### src/rtl/la_capture_ctrl.sv
`default_nettype none
// +--------------------------------------------------------------------------+
// | la_capture_ctrl : logic-analyser capture controller with pre-trigger     |
// |                   window, level/edge trigger and post-trigger fill.      |
// | Revision        : 1.0                                                    |
// +--------------------------------------------------------------------------+
module la_capture_ctrl #(
    parameter int DW = 8,
    parameter int AW = 10
) (
    input  logic          clk,
    input  logic          rst,
    input  logic          start,
    input  logic          abort,
    input  logic          sample_en,
    output logic          run,
    input  logic [DW-1:0] probe,
    input  logic [DW-1:0] trig_mask,
    input  logic [DW-1:0] trig_value,
    input  logic [DW-1:0] trig_edge,
    input  logic [AW-1:0] pre_depth,
    output logic          wr_en,
    output logic [AW-1:0] wr_addr,
    output logic [DW-1:0] wr_data,
    output logic [AW-1:0] trig_addr,
    output logic          busy,
    output logic          done
);

    localparam logic [2:0] c_st_idle = 3'd0;
    localparam logic [2:0] c_st_pre  = 3'd1;
    localparam logic [2:0] c_st_wait = 3'd2;
    localparam logic [2:0] c_st_post = 3'd3;
    localparam logic [2:0] c_st_done = 3'd4;

    localparam logic [AW-1:0] c_one      = AW'(1);
    localparam logic [AW-1:0] c_all_ones = {AW{1'b1}};

    logic [2:0]    r_state;
    logic [2:0]    w_state_nx;
    logic [AW-1:0] r_ptr;
    logic [AW-1:0] r_pre_cnt;
    logic [AW-1:0] r_post_rem;
    logic [AW-1:0] r_pre_depth;
    logic [DW-1:0] r_mask;
    logic [DW-1:0] r_value;
    logic [DW-1:0] r_edge;
    logic [DW-1:0] r_prev;
    logic          r_prev_valid;

    logic          w_active;
    logic          w_start_ok;
    logic          w_capture;
    logic          w_level_hit;
    logic          w_edge_hit;
    logic          w_trigger;
    logic          w_run_nx;
    logic [AW-1:0] w_post_init;
    logic [AW-1:0] w_pre_inc;

    assign w_active   = (r_state == c_st_pre) || (r_state == c_st_wait) ||
                        (r_state == c_st_post);
    assign w_start_ok = start && !abort &&
                        ((r_state == c_st_idle) || (r_state == c_st_done));
    // An abort in the same cycle as a sample pulse cancels that write.
    assign w_capture  = sample_en && w_active && !abort;

    assign w_level_hit = (((probe ^ r_value) & r_mask) == '0);
    // Edge channels need a valid previous sample to see a 0->1 transition.
    assign w_edge_hit  = (r_edge == '0) ||
                         (r_prev_valid && ((~r_prev & probe & r_edge) == r_edge));
    assign w_trigger   = w_level_hit && w_edge_hit;

    assign w_post_init = c_all_ones - r_pre_depth;
    assign w_pre_inc   = r_pre_cnt + c_one;

    always_comb begin
        w_state_nx = r_state;
        if (abort) begin
            w_state_nx = c_st_idle;
        end else if (w_start_ok) begin
            w_state_nx = (pre_depth == '0) ? c_st_wait : c_st_pre;
        end else if (w_capture) begin
            case (r_state)
                c_st_pre: begin
                    if (w_pre_inc == r_pre_depth) begin
                        w_state_nx = c_st_wait;
                    end
                end
                c_st_wait: begin
                    if (w_trigger) begin
                        w_state_nx = (w_post_init == '0) ? c_st_done : c_st_post;
                    end
                end
                c_st_post: begin
                    if (r_post_rem <= c_one) begin
                        w_state_nx = c_st_done;
                    end
                end
                default: begin
                    w_state_nx = r_state;
                end
            endcase
        end
    end

    assign w_run_nx = (w_state_nx == c_st_pre) || (w_state_nx == c_st_wait) ||
                      (w_state_nx == c_st_post);

    always_ff @(posedge clk) begin
        if (rst) begin
            r_state      <= c_st_idle;
            r_ptr        <= '0;
            r_pre_cnt    <= '0;
            r_post_rem   <= '0;
            r_pre_depth  <= '0;
            r_mask       <= '0;
            r_value      <= '0;
            r_edge       <= '0;
            r_prev       <= '0;
            r_prev_valid <= 1'b0;
            run          <= 1'b0;
            busy         <= 1'b0;
            done         <= 1'b0;
            wr_en        <= 1'b0;
            wr_addr      <= '0;
            wr_data      <= '0;
            trig_addr    <= '0;
        end else begin
            r_state <= w_state_nx;
            run     <= w_run_nx;
            busy    <= w_run_nx;
            done    <= (w_state_nx == c_st_done);
            wr_en   <= 1'b0;

            if (w_start_ok) begin
                r_mask       <= trig_mask;
                r_value      <= trig_value;
                r_edge       <= trig_edge;
                r_pre_depth  <= pre_depth;
                r_ptr        <= '0;
                r_pre_cnt    <= '0;
                r_prev_valid <= 1'b0;
            end else if (w_capture) begin
                wr_en        <= 1'b1;
                wr_addr      <= r_ptr;
                wr_data      <= probe;
                r_ptr        <= r_ptr + c_one;
                r_prev       <= probe;
                r_prev_valid <= 1'b1;
                case (r_state)
                    c_st_pre: begin
                        r_pre_cnt <= w_pre_inc;
                    end
                    c_st_wait: begin
                        if (w_trigger) begin
                            trig_addr  <= r_ptr;
                            r_post_rem <= w_post_init;
                        end
                    end
                    c_st_post: begin
                        r_post_rem <= r_post_rem - c_one;
                    end
                    default: begin
                        r_post_rem <= r_post_rem;
                    end
                endcase
            end
        end
    end

endmodule
`default_nettype wire

### config.mk
export PLATFORM = sky130hd
export DESIGN_NAME = la_capture_ctrl
export DESIGN_NICKNAME = d
export VERILOG_FILES = /design/src/rtl/la_capture_ctrl.sv
export SDC_FILE = /design/constraint.sdc
export NUM_CORES = 1
export LEC_CHECK = 0
export CORE_UTILIZATION = 59
export CTS_BUF_LIST = sky130_fd_sc_hd__clkbuf_8
export DETAILED_ROUTE_END_ITERATION = 10
export MAX_ROUTING_LAYER = met4
export PLACE_DENSITY = 0.88
export SLEW_MARGIN = 20
export SYNTH_ARGS = -nofsm -noshare
export SYNTH_HDL_FRONTEND = slang
export SYNTH_SLANG_ARGS = --single-unit
### constraint.sdc
create_clock -name clk -period 3.6 [get_ports clk]
set_clock_uncertainty 0.1 [all_clocks]
set_input_delay 0.36 -clock clk [delete_from_list [all_inputs] [get_ports clk]]
set_output_delay 0.36 -clock clk [all_outputs]
set_load 0.01 [all_outputs]
# ---- Yosys cells after proc, flatten, opt, wreduce, memory -nomap -nowiden
# Cells that the tools add are included.
dict set report op_classes {
  addsub 4
  n_lt_le_gt_ge 1
  eq_ne 11
  mux 12
  bitwise_logic 6
  reduce_logical 24
}
# cell count
set ops {}
lappend ops {{$and A8 B8 Y8} 3}
lappend ops {{$mux W3} 7}
lappend ops {{$add A10 B1 Y10 const B} 2}
lappend ops {{$logic_not A10 Y1} 2}
lappend ops {{$pmux W10 S2} 1}
lappend ops {{$logic_not A8 Y1} 2}
lappend ops {{$eq A3 B2 Y1 const B} 4}
lappend ops {{$eq A10 B10 Y1} 1}
lappend ops {{$le A10 B1 Y1 const B} 1}
lappend ops {{$mux W10} 1}
lappend ops {{$sub A10 B1 Y10 const B} 1}
lappend ops {{$sub A10 B10 Y10 const A} 1}
lappend ops {{$pmux W3 S3} 1}
lappend ops {{$eq A8 B8 Y1} 1}
lappend ops {{$not A8 Y8} 1}
lappend ops {{$reduce_and A4 Y1} 2}
lappend ops {{$xor A8 B8 Y8} 1}
lappend ops {{$eq A3 B1 Y1 const B} 2}
lappend ops {{$eq A3 B3 Y1 const B} 2}
lappend ops {{$logic_and A1 B1 Y1} 6}
lappend ops {{$logic_or A1 B1 Y1} 6}
lappend ops {{$reduce_and A2 Y1} 2}
lappend ops {{$logic_not A3 Y1} 1}
lappend ops {{$mux W2} 1}
lappend ops {{6 further kinds} 6}
dict set report totals {
  register_bits 99
  out_inout_bits 32
  elab_cells 73
}

# ---- Logic depth before layout (Yosys ltp)
# Gate-level depths: netlist of run 1.
dict set report logic_depth {
  word_depth 15
  ltp_mapped 9
  depth_no_buf 9
}

# ---- Worst setup path before layout of run 1
# No wires, ideal clock.
dict set report synth_timing {
  kind {input to register}
  start {input port abort}
  end {register done}
  t_arrival_ns 1.979
  path_slack_ns 1.405
  stages 8
  path_buffers 1
  path_cell_list {buf_6 nor3b_4 o21ai_2 a221o_1 nor2_2 nand2_1 or4_1 and4_1}
}
dict set report synth_between {
  elab_chain_len 6
  word_cells_on_any_way 8
  classes_between {eq/ne (1); mux (3); reduce/logical (4)}
}
# element line
set synth_lines {}
lappend synth_lines {{start, declared} 14} ;# input logic abort,
lappend synth_lines {{$logic_not A1 Y1} {63, 66}}
lappend synth_lines {{$logic_and A1 B1 Y1, on equally long branches} {66, 63}}
lappend synth_lines {{$mux W3 / $logic_and A1 B1 Y1 (equally long branches)} {83, 63}}
lappend synth_lines {{$mux W3} 81} ;# end else if (w_start_ok) begin
lappend synth_lines {{$mux W3 (*)} 79} ;# if (abort) begin
lappend synth_lines {{$eq A3 B3 Y1 (*)} 133} ;# done <= (w_state_nx == c_st_done);
lappend synth_lines {{end signal, assigned} 133}
lappend synth_lines {{end, declared} 27} ;# output logic done
# Mark *: on every way between the ends. The rest lies on a longest branch, timed or not.
# A chain may end at the register's enable or synchronous reset.

# ---- Worst setup path after layout of run 1
# Ends and elaborated chain as after synthesis.

==> results, run 1 <==
- The growth of design area from synthesis to finish is 22.2%.
- Setup slack on the worst reg-to-reg path comes out at 1.14 ns.
- The total inserted antenna cells is 0.
- In the final routed layout, each cell accounts on average for 16.1 um.
- In this run the core area contains 31 standard-cell rows.
- The share of the synthesized area in the top cell type is 43.1%.
- Routability-driven placement finished with a final weighted congestion of 0.900.
- Max-cap violations in this run came to 0.
- The most used flip-flop cell after synthesis is dfxtp_1.
- The top achievable clock speed is 404 MHz.
- For the worst setup path, the data required time is 3.77 ns.
- The final routed wirelength across all metal layers is 12.1 mm.
- The first global-routing pass estimated 20.2 mm of wire.
- The residual DRC count is 0.
- The average size of a mapped cell is 7.83 um^2.
- The effective utilization at floorplan is 62.0%.
- Grouping stages by cell kind, the critical path spends the most delay in simple AND/OR/NAND/NOR gates.
- Detailed placement finished with a half-perimeter wire length of 8.56 mm.
- The arrival time of the worst setup path is 2.64 ns.
- Synthesis produced 587 cells.
- Buffers added to address setup during post-CTS repair amount to 0.
- The worst hold path passes through 2 cells.
- The startpoint identified for the worst hold timing path is wr_addr[4].
- The kind of critical path is in2reg.
- The post-route netlist has 5.35% of its cells at a drive strength greater than 1.
- The number of antenna violations at the first check in global routing was 0.
- The smallest clock period supported by the final layout is computed as 2.48 ns.
- Summed over all instances, the cell type with the most area after synthesis is dfxtp_1.
- Yosys mapped the design onto 52 distinct sky130hd cell types.
- The H-tree level count is 3.
- The number of global-route vias before repair came to 4,425.
- The largest individual stage delay along the critical path comes from the cell clkdlybuf4s50_1.
- The layout filler cell count is 537.
- The startpoint identified for the worst register-to-register timing path is r_pre_cnt[0].
- Counting every net in the synthesized netlist gives 638.
- The count of hold-fix buffers inserted at cts is 0.
- TritonCTS built the clock tree.
- Clock latency on the worst-skew pair, taken at its later pin, is 0.37 ns.
- Detailed routing inserted a total of 4,449 vias.
- For this design the ratio of total power to cell area is 361 mW/mm^2.
- The global-route congestion overflow total is 0.
- The number of flops mapped to enable cells by yosys is 0.
- Setup repair after global routing left no endpoint under its margin.
- The die is 90.2 um wide.
- Once placement finished, the instance area stood at 0.00541 mm^2.
- Buffers inserted during clock tree synthesis total 9.
- The async set-or-reset flop fraction in the synthesized netlist is 0%.
- Of all nets on the critical path, the largest fanout is 8.
- The sort of element at the end of the critical path is a flop.
- The beginning of the critical path is abort.
- For the pin with the worst max-slew slack, the measured transition is 0.831 ns.
- Setup violations remaining at the end of the flow were counted as 0.
- The number of hold violations in the final report was 0.
- Leaving out fill and tap cells, the most frequent cell in the layout is nand2_1.
- The count of pins over their slew limit was 0.
- The first TritonRoute pass finished after 5 iterations.
- The clock-pin slew on the worst setup and hold paths is 0.11 ns.
- By area the synthesized netlist is led by dfxtp_1 43%, nand2_1 11%, a21oi_1 8.1%.
- Gates resized during post-CTS repair numbered 0.
- The critical path goes through clkdlybuf4s50_1 > nor3b_4 > o21ai_2 > a221o_1 > nor2_2 > nand2_1 > or4_1 > and4_1.
- In the final timing run, aggregate negative setup slack is 0 ns.
- The flow ran to the end, and the final reports show no timing, DRC or antenna violations.
- Headroom to the max-slew limit came out at 44.6%.
- Together, buffers and inverters on the worst path number 1.
- The stage delay of the slowest cell on the critical path is 0.58 ns.
- The number of input and output port buffers inserted is 78.
- The multi-input combinational cells in the finished layout cover a total of 0.00245 mm^2.
- The path depth of the worst reg2reg path is 7.
- The root buffer cell chosen for the clock tree is clkbuf_8.
- In this run, synthesis produced a sequential element count of 99.
- The die area is 0.00814 mm^2.
- The path with the worst hold slack has its endpoint at wr_addr[4].
- In the final design database the tool counted 700 nets.
- In the routed layout, each cell is associated on average with a via count of 5.91.
- The pin count of the biggest net entering global routing is 53.
- Measured along the y axis, the die boundary spans 90.2 um.
- The flip-flop and latch area is 0.00198 mm^2.
- Leaving out fill and tap cells, the most frequent cells in the layout are 131 x nand2_1, 99 x dfxtp_1, 77 x clkdlybuf4s50_1.
- The area of the core is 0.00741 mm^2.
- Once layout is done, the placed cells without fillers occupy 0.00561 mm^2.
- The number of top-level pins is 79.
- The cell area after synthesis is 0.00459 mm^2.
- The worst supply voltage drop on vdd is 0.231 mV.
- The cell leakage power is 2.05 nW.
- The classification of the worst-slack hold path is reg2reg.
- The maximum buffer depth of the clock tree is 2.
- In the global route stage, overall resource usage came out at 31.7%.
- The element type at the critical path start is an input port.
- After layout, the worst path uses 68.8% of the clock period.
- The worst register-to-register path ends at r_state[1].
- Across all hold checks on the routed design, the worst slack comes to 0.364 ns.
- The clock net sink count is 99.
- The first routing iteration left 238 violations.
- The yosys synthesis warning count is 0.
- The count of nets left with antenna violations after detail routing is 0.
- Sequential elements use 43.1% of the synthesized area.
[power breakdown]
group	leakage [nW]	total [mW]	switching (mW)	internal, mW
clock	0.102	0.713	0.438	0.275
sequential	0.801	1.14	0.0217	1.11
combinational	1.15	0.177	0.0918	0.0849
[logic make-up after synthesis]
kind of cell / Yosys count / synth area share [%]
xor+xnor: 36 / 6.86
mux: 10 / 2.18
compound gates: 125 / 16.0
buf+inv: 41 / 3.70
simple gates: 272 / 27.0
flops: 99 / 43.1
fa+ha+maj: 4 / 1.09
[state kept, by name, indices dropped and copies added, names as in the netlist]
| name | count |
|---|---|
| r_pre_cnt | 10 |
| r_ptr | 10 |
| r_edge | 8 |
| r_pre_depth | 10 |
| r_prev | 8 |
| wr_addr | 10 |
| done | 1 |
| r_state | 3 |
| r_value | 8 |
| r_prev_valid | 1 |
| wr_en | 1 |
| trig_addr | 10 |
| busy | 1 |
| r_mask | 8 |
| r_post_rem | 10 |
[routing by layer]
layer | global-route usage, % | up-vias | share of wire (%)
li1 | - | 2117 | -
met1 | 37.2 | 2076 | 41
met2 | 51.6 | 220 | 48
met3 | 6.35 | 36 | 8.2
met4 | 16.0 | 0 | 3.7
met5 | - | - | 0
[layout make-up]
type | count | area share (%)
sequential | 99 | 35.3
tap | 99 | 2.21
timing repair buffer | 85 | 14.8
inverter | 7 | 0.468
multi-input combinational | 447 | 43.7
clock inverter | 7 | 1.36
clock buffer | 9 | 2.21
[metrics by stage]
stage                     std cells  worst slack (ns)  power [mW]  util, %
after floorplan                 587              1.41        1.25        -
after global placement          737             0.797        1.33     73.0
after detailed placement        737             0.642        1.34     73.0
after CTS                       753              1.01        2.03     75.7
after global routing            753             0.913        2.09     75.8
final                           753              1.12        2.03     75.8
[synth_stat cells (5+ instances only)]
cell	n
nand2b_1	16
xor2_1	24
nand2_1	131
or3_1	9
dfxtp_1	99
nor3_1	12
mux2i_1	10
nor2_1	57
o21ai_0	16
inv_1	7
clkbuf_1	25
nand4_1	10
nor4_1	5
a21oi_1	74
a22oi_1	7
a31oi_1	5
nand3_1	7
xnor2_1	12
[worst max path at each step]
stage	endpoint	slack, ns	depth (start not counted)
detailed placement	r_post_rem[8]	0.64	8
finish	done	1.12	8
CTS	r_post_rem[8]	1.01	7
global placement	r_post_rem[5]	0.80	8
floorplan	done	1.41	8
global route	r_state[1]	0.91	7
[worst reg2reg max path, stage by stage (launching register included)]
cell	delay, ns
dfxtp_1	0.48
ha_1	0.41
nand2_1	0.17
nor3_1	0.19
o221ai_1	0.12
a311oi_1	0.41
nand4_1	0.24
a41oi_1	0.25
Note: power is estimated with default switching activity, not from simulation.
==> run 2, diff against run 1 <==
Settings changed: CORE_UTILIZATION 59 to 50, PLACE_DENSITY 0.88 to 0.79.
Clock period 3.6 ns to 2.2 ns, I/O delays scaled along.
==> results, run 2 (synthesized netlist as in run 1, its figures left out) <==
- The classification of the worst-slack hold path was in2reg (was reg2reg).
- The worst supply voltage drop on vdd was 0.398 mV (was 0.231 mV).
- The final weighted congestion in routability-driven placement is 0.885 (was 0.900).
- The growth of design area from synthesis to finish was 29.4% (was 22.2%).
- The residual DRC count came to 2 (was 0).
- The clock insertion delay at the later pin of the skew report is 0.37 ns (about the same).
- The root buffer cell is clkbuf_8 (unchanged).
- The number of non-filler instances in the completed layout is 800 (was 753).
- The routed length on met2 is 6.18 mm (was 5.76 mm).
- The kind of critical path is in2reg (unchanged).
- The final-stage net count is 738 (was 700).
- The most common cell after layout, fill and taps aside is nand2_1 (unchanged).
- The total inserted antenna cells was 0 (unchanged).
- The total routed wire length on the met1 layer is 5.27 mm (was 4.91 mm).
- The sort of element at the end of the critical path is a flop (unchanged).
- RSZ-0062 raised after global routing: false (unchanged).
- The final reports fail on DRC.
- The relative max-transition margin was 60.0% (was 44.6%).
- The clock net sink count is 99 (unchanged).
- The count of pins over their slew limit is 0 (unchanged).
- The required time of the worst setup path is 2.37 ns (was 3.77 ns).
- Run status: finished with violations (was finished clean).
- The count of routing violations after the opening detailed-route iteration is 173 (was 238).
- The wire length on met3 was 587 um (was 996 um).
- The post-layout total power came to 3.32 mW (was 2.03 mW).
- The number of search-and-repair iterations in the first detailed-routing pass was 7 (was 5).
- The final setup violation count is 0 (unchanged).
- The critical path's top delay family is simple AND/OR/NAND/NOR gates (unchanged).
- The cell leakage power is 2.25 nW (was 2.05 nW).
- The worst hold slack after final layout is 0.278 ns (was 0.364 ns).
- The number of antenna violations at the first check in global routing is 0 (unchanged).
- The aggregate negative setup slack was 0 ns (unchanged).
- The highest routing layer actually used is met4 (unchanged).
- The maximum buffer depth of the clock tree is 2 (unchanged).
- The detail-routed via count per cell is 5.54 (was 5.91).
- The number of input and output port buffers inserted is 78 (unchanged).
- The effective utilization at floorplan is 52.2% (was 62.0%).
- The die area came to 0.00958 mm^2 (was 0.00814 mm^2).
- The setup fix buffers added after clock tree synthesis is 0 (unchanged).
- The TritonCTS buffer count is 9 (unchanged).
- The area of the core is 0.00881 mm^2 (was 0.00741 mm^2).
- The element type at the critical path start is an input port (unchanged).
- The final routed wirelength across all metal layers was 12.2 mm (was 12.1 mm).
- Crit path cell chain: clkdlybuf4s50_1 > nand2b_1 > a22oi_1 > nand4_1 > o21ai_2 > nand2_1 > or4_1 > and4_1 (was clkdlybuf4s50_1 > nor3b_4 > o21ai_2 > a221o_1 > nor2_2 > nand2_1 > or4_1 > and4_1).
- The number of max-cap violations is 0 (unchanged).
- For the finished layout, the period the worst path requires is 2.10 ns.
- The critical-path cell with the highest stage delay is clkdlybuf4s50_1 (unchanged).
- The fraction of final layout cells sized beyond drive strength 1 is 11.1% (was 5.35%).
- Most frequent cells in the layout: 131 x nand2_1, 99 x dfxtp_1, 77 x clkdlybuf4s50_1 (unchanged).
- The stage delay of the slowest cell on the critical path is 0.57 ns (was 0.58 ns).
- The die span in x was 97.9 um (was 90.2 um).
- The chip height was 97.9 um (was 90.2 um).
- The number of global-route vias before repair came to 4,365 (was 4,425).
- The global-route congestion overflow total came to 0 (unchanged).
- The first-pass GRT wire length is 20.1 mm (was 20.2 mm).
- The layout filler cell count is 733 (was 537).
- The clock-pin slew on the worst setup and hold paths is 0.10 ns (was 0.11 ns).
- The final core utilization is 67.5% (was 75.8%).
- The transition time of the tightest slew-check pin is 0.601 ns (was 0.831 ns).
- The power density over the cells came to 559 mW/mm^2 (was 361 mW/mm^2).
- The number of hold violations in the final report came to 0 (unchanged).
- The number of buffers and inverters on the critical path is 1 (unchanged).
- The arrival time of the worst setup path was 2.27 ns (was 2.64 ns).
- The global-route usage over all layers was 26.6% (was 31.7%).
- The total half-perimeter wirelength after legalization and detailed placement is 9.05 mm (was 8.56 mm).
- The H-tree level count is 3 (unchanged).
- The count of placed standard cells including taps is 784 (was 737).
- The count of nets left with antenna violations after detail routing came to 0 (unchanged).
- The TritonCTS clock tree was done (unchanged).
- The final critical-path share of the clock period is 95.5%.
- The number of top-level pins was 79 (unchanged).
- The pin count of the biggest net entering global routing is 32 (was 53).
- The top achievable clock speed is 476 MHz.
- The number of placement rows was 34 (was 31).
- The total number of vias is 4,433 (was 4,449).
- The highest fanout seen on the critical path came to 4 (was 8).
- The average wire per standard cell was 15.2 um (was 16.1 um).
run 2: per-layer routing:
| layer | vias to the layer above | GRT usage, % |
|---|---|---|
| met5 | - | - |
| met4 | 0 | 7.34 |
| met3 | 14 | 5.23 |
| met2 | 108 | 45.9 |
| met1 | 2114 | 31.5 |
| li1 | 2197 | - |
run 2: path summary, 6_finish.rpt:
| check | startpoint | to | slack, ns | cells past startpoint |
|---|---|---|---|---|
| setup reg to reg | r_prev[2] | done | 0.12 | 7 |
| hold / removal | rst | r_post_rem[7] | 0.28 | 2 |
| hold reg to reg | wr_addr[6] | wr_addr[6] | 0.36 | 2 |
| setup / recovery | probe[2] | done | 0.1 | 8 |
run 2: timing repair:
action,CTS,global route
resized for setup,0,7
hold buffers,0,0
setup endpoints to repair,0,6
run 2: through the flow:
step | area [um^2] | setup slack (ns)
detailed placement | 5720 | -0.281
CTS | 5910 | 0.0234
global route | 5950 | 0.00538
floorplan | 4590 | 0.0854
global placement | 5720 | -0.220
finish | 5950 | 0.0991
run 2: report_power, final:
group,switching (mW),leakage (nW),internal (mW)
sequential,0.0314,0.801,1.82
combinational,0.158,1.35,0.159
clock,0.706,0.100,0.443
total,0.895,2.25,2.43
run 2: cell type report:
type	instances	area, um^2	area share, %
well taps	108	135	2.27
inverters	7	26.3	0.442
multi-input cells	447	2480	41.8
clock inverters	7	70.1	1.18
repair buffers	123	1130	18.9
clock buffers	9	124	2.08
flip-flops and latches	99	1980	33.3
==> run 3, diff against run 2 <==
Settings changed: CORE_UTILIZATION 50 to 42, PLACE_DENSITY 0.79 to 0.68.
==> results, run 3 (synthesized netlist as in run 1, its figures left out) <==
- Run status: finished clean (was finished with violations).
- The number of non-filler instances in the completed layout was 831 (was 800).
- The flip-flop and latch area came to 0.00199 mm^2 (was 0.00198 mm^2).
- The total inserted antenna cells came to 0 (unchanged).
- The first-pass GRT wire length is 20.1 mm (about the same).
- The final weighted congestion in routability-driven placement is 0.925 (was 0.885).
- The H-tree level count is 3 (unchanged).
- The final critical-path share of the clock period is 97.5% (was 95.5%).
- The count of pins over their slew limit is 0 (unchanged).
- The growth of design area from synthesis to finish came to 31.2% (was 29.4%).
- The TritonCTS buffer count is 9 (unchanged).
- The die area is 0.0114 mm^2 (was 0.00958 mm^2).
- The fraction of final layout cells sized beyond drive strength 1 is 11.8% (was 11.1%).
- The clock-pin slew on the worst setup and hold paths was 0.10 ns (about the same).
- The number of search-and-repair iterations in the first detailed-routing pass is 5 (was 7).
- The footprint of the multi-input gates is 0.00249 mm^2 (was 0.00248 mm^2).
- The total number of vias is 4,401 (was 4,433).
- The effective utilization at floorplan is 43.9% (was 52.2%).
- The transition time of the tightest slew-check pin is 0.512 ns (was 0.601 ns).
- The number of hold violations in the final report came to 0 (unchanged).
- The number of placement rows is 37 (was 34).
- Most frequent cells in the layout: 131 x nand2_1, 96 x dfxtp_1, 77 x clkdlybuf4s50_1 (was 131 x nand2_1, 99 x dfxtp_1, 77 x clkdlybuf4s50_1).
- The global-route usage over all layers is 22.9% (was 26.6%).
- The chip height is 107 um (was 97.9 um).
- The clock insertion delay at the later pin of the skew report is 0.38 ns (was 0.37 ns).
- The element type at the critical path start is a flop (was input port).
- The pin count of the biggest net entering global routing is 40 (was 32).
- The count of hold-fix buffers inserted at cts is 0 (unchanged).
- The relative max-transition margin was 65.4% (was 60.0%).
- The required time of the worst setup path is 2.38 ns (was 2.37 ns).
- The area of the core came to 0.0105 mm^2 (was 0.00881 mm^2).
- The kind of critical path is reg2reg (was in2reg).
- The count of placed standard cells including taps is 815 (was 784).
- The final setup violation count is 0 (unchanged).
- The worst hold slack after final layout was 0.214 ns (was 0.278 ns).
- The final routed wirelength across all metal layers is 12.2 mm (about the same).
- The power density over the cells is 550 mW/mm^2 (was 559 mW/mm^2).
- The sort of element at the end of the critical path is a flop (unchanged).
- The highest fanout seen on the critical path is 3 (was 4).
- The number of input and output port buffers inserted is 78 (unchanged).
- RSZ-0062 raised after global routing: false (unchanged).
- The number of instances on the worst hold path was 2 (unchanged).
- The maximum buffer depth of the clock tree is 2 (unchanged).
- The total half-perimeter wirelength after legalization and detailed placement came to 8.90 mm (was 9.05 mm).
- The number of global-route vias before repair is 4,318 (was 4,365).
- The worst supply voltage drop on vdd is 0.538 mV (was 0.398 mV).
- The minimum clock period is 2.14 ns (was 2.10 ns).
- The average wire per standard cell is 14.6 um (was 15.2 um).
- The residual DRC count is 0 (was 2).
- The TritonCTS clock tree is done (unchanged).
- The arrival time of the worst setup path is 2.32 ns (was 2.27 ns).
- The post-layout total power was 3.31 mW (was 3.32 mW).
- The count of routing violations after the opening detailed-route iteration is 275 (was 173).
- The final-stage net count is 741 (was 738).
- The detail-routed via count per cell is 5.30 (was 5.54).
- The path depth of the worst reg2reg path is 9 (was 7).
- The layout filler cell count is 955 (was 733).
- The number of antenna violations at the first check in global routing was 0 (unchanged).
- The classification of the worst-slack hold path is in2reg (unchanged).
- The count of nets left with antenna violations after detail routing is 0 (unchanged).
- The number of max-cap violations is 0 (unchanged).
- The global-route congestion overflow total is 0 (unchanged).
- The die span in x came to 107 um (was 97.9 um).
- The cell leakage power is 2.27 nW (was 2.25 nW).
- The most common cell after layout, fill and taps aside is nand2_1 (unchanged).
- The instance area after placement is 0.00579 mm^2 (was 0.00572 mm^2).
- The final core utilization came to 57.6% (was 67.5%).
- The clock net sink count is 99 (unchanged).
- The number of top-level pins is 79 (unchanged).
- The root buffer cell is clkbuf_8 (unchanged).
- The top achievable clock speed is 466 MHz (was 476 MHz).
- The final design area excluding fillers was 0.00603 mm^2 (was 0.00595 mm^2).
-- run 3: through the flow --
stage	TNS (ns)	setup slack [ns]
floorplan	0	0.0854
global placement	-3.31	-0.228
global route	0	0.00910
CTS	-0.00384	-0.00384
finish	0	0.0553
detailed placement	-4.07	-0.265
-- run 3: path summary, 6_finish.rpt --
kind                start    endpoint  slack (ns)
max          r_pre_cnt[1]  r_state[0]        0.06
min                   rst   r_mask[3]        0.21
max reg2reg  r_pre_cnt[1]  r_state[0]        0.06
min reg2reg    wr_addr[4]  wr_addr[4]        0.36
-- run 3: cell type report --
type / count / area share [%]
timing repair buffer: 126 / 19.3
clock buffer: 10 / 2.28
clock inverter: 6 / 0.810
tap: 136 / 2.82
multi-input combinational: 447 / 41.4
inverter: 7 / 0.436
sequential: 99 / 33.0
-- run 3: repair_timing --
item	4_1_cts	5_1_grt
gates resized for setup	3	9
setup buffers	0	0
pin swaps	1	2
setup endpoints to repair	3	3
-- run 3: per-layer routing --
metal	up-vias	track usage, %	wire (um)
met5	-	-	0
met4	0	7.44	180
met3	16	6.63	711
met2	117	37.3	5960
met1	2066	27.1	5300
li1	2202	-	-
-- run 3: where the power goes --
group | internal (mW) | switching, mW | leakage, nW | total (mW)
registers | 1.82 | 0.0298 | 0.803 | 1.85
logic | 0.168 | 0.159 | 1.38 | 0.326
clock network | 0.454 | 0.678 | 0.0962 | 1.13
total | 2.44 | 0.867 | 2.27 | 3.31
-- run 3: worst max-delay path: stages, from the launching register on --
cell	delay, ns
dfxtp_2	0.38
buf_4	0.13
nand3_2	0.07
or3_1	0.34
or2_1	0.26
a311oi_2	0.27
buf_4	0.17
nand3_1	0.07
o21ai_1	0.17
a21oi_1	0.08
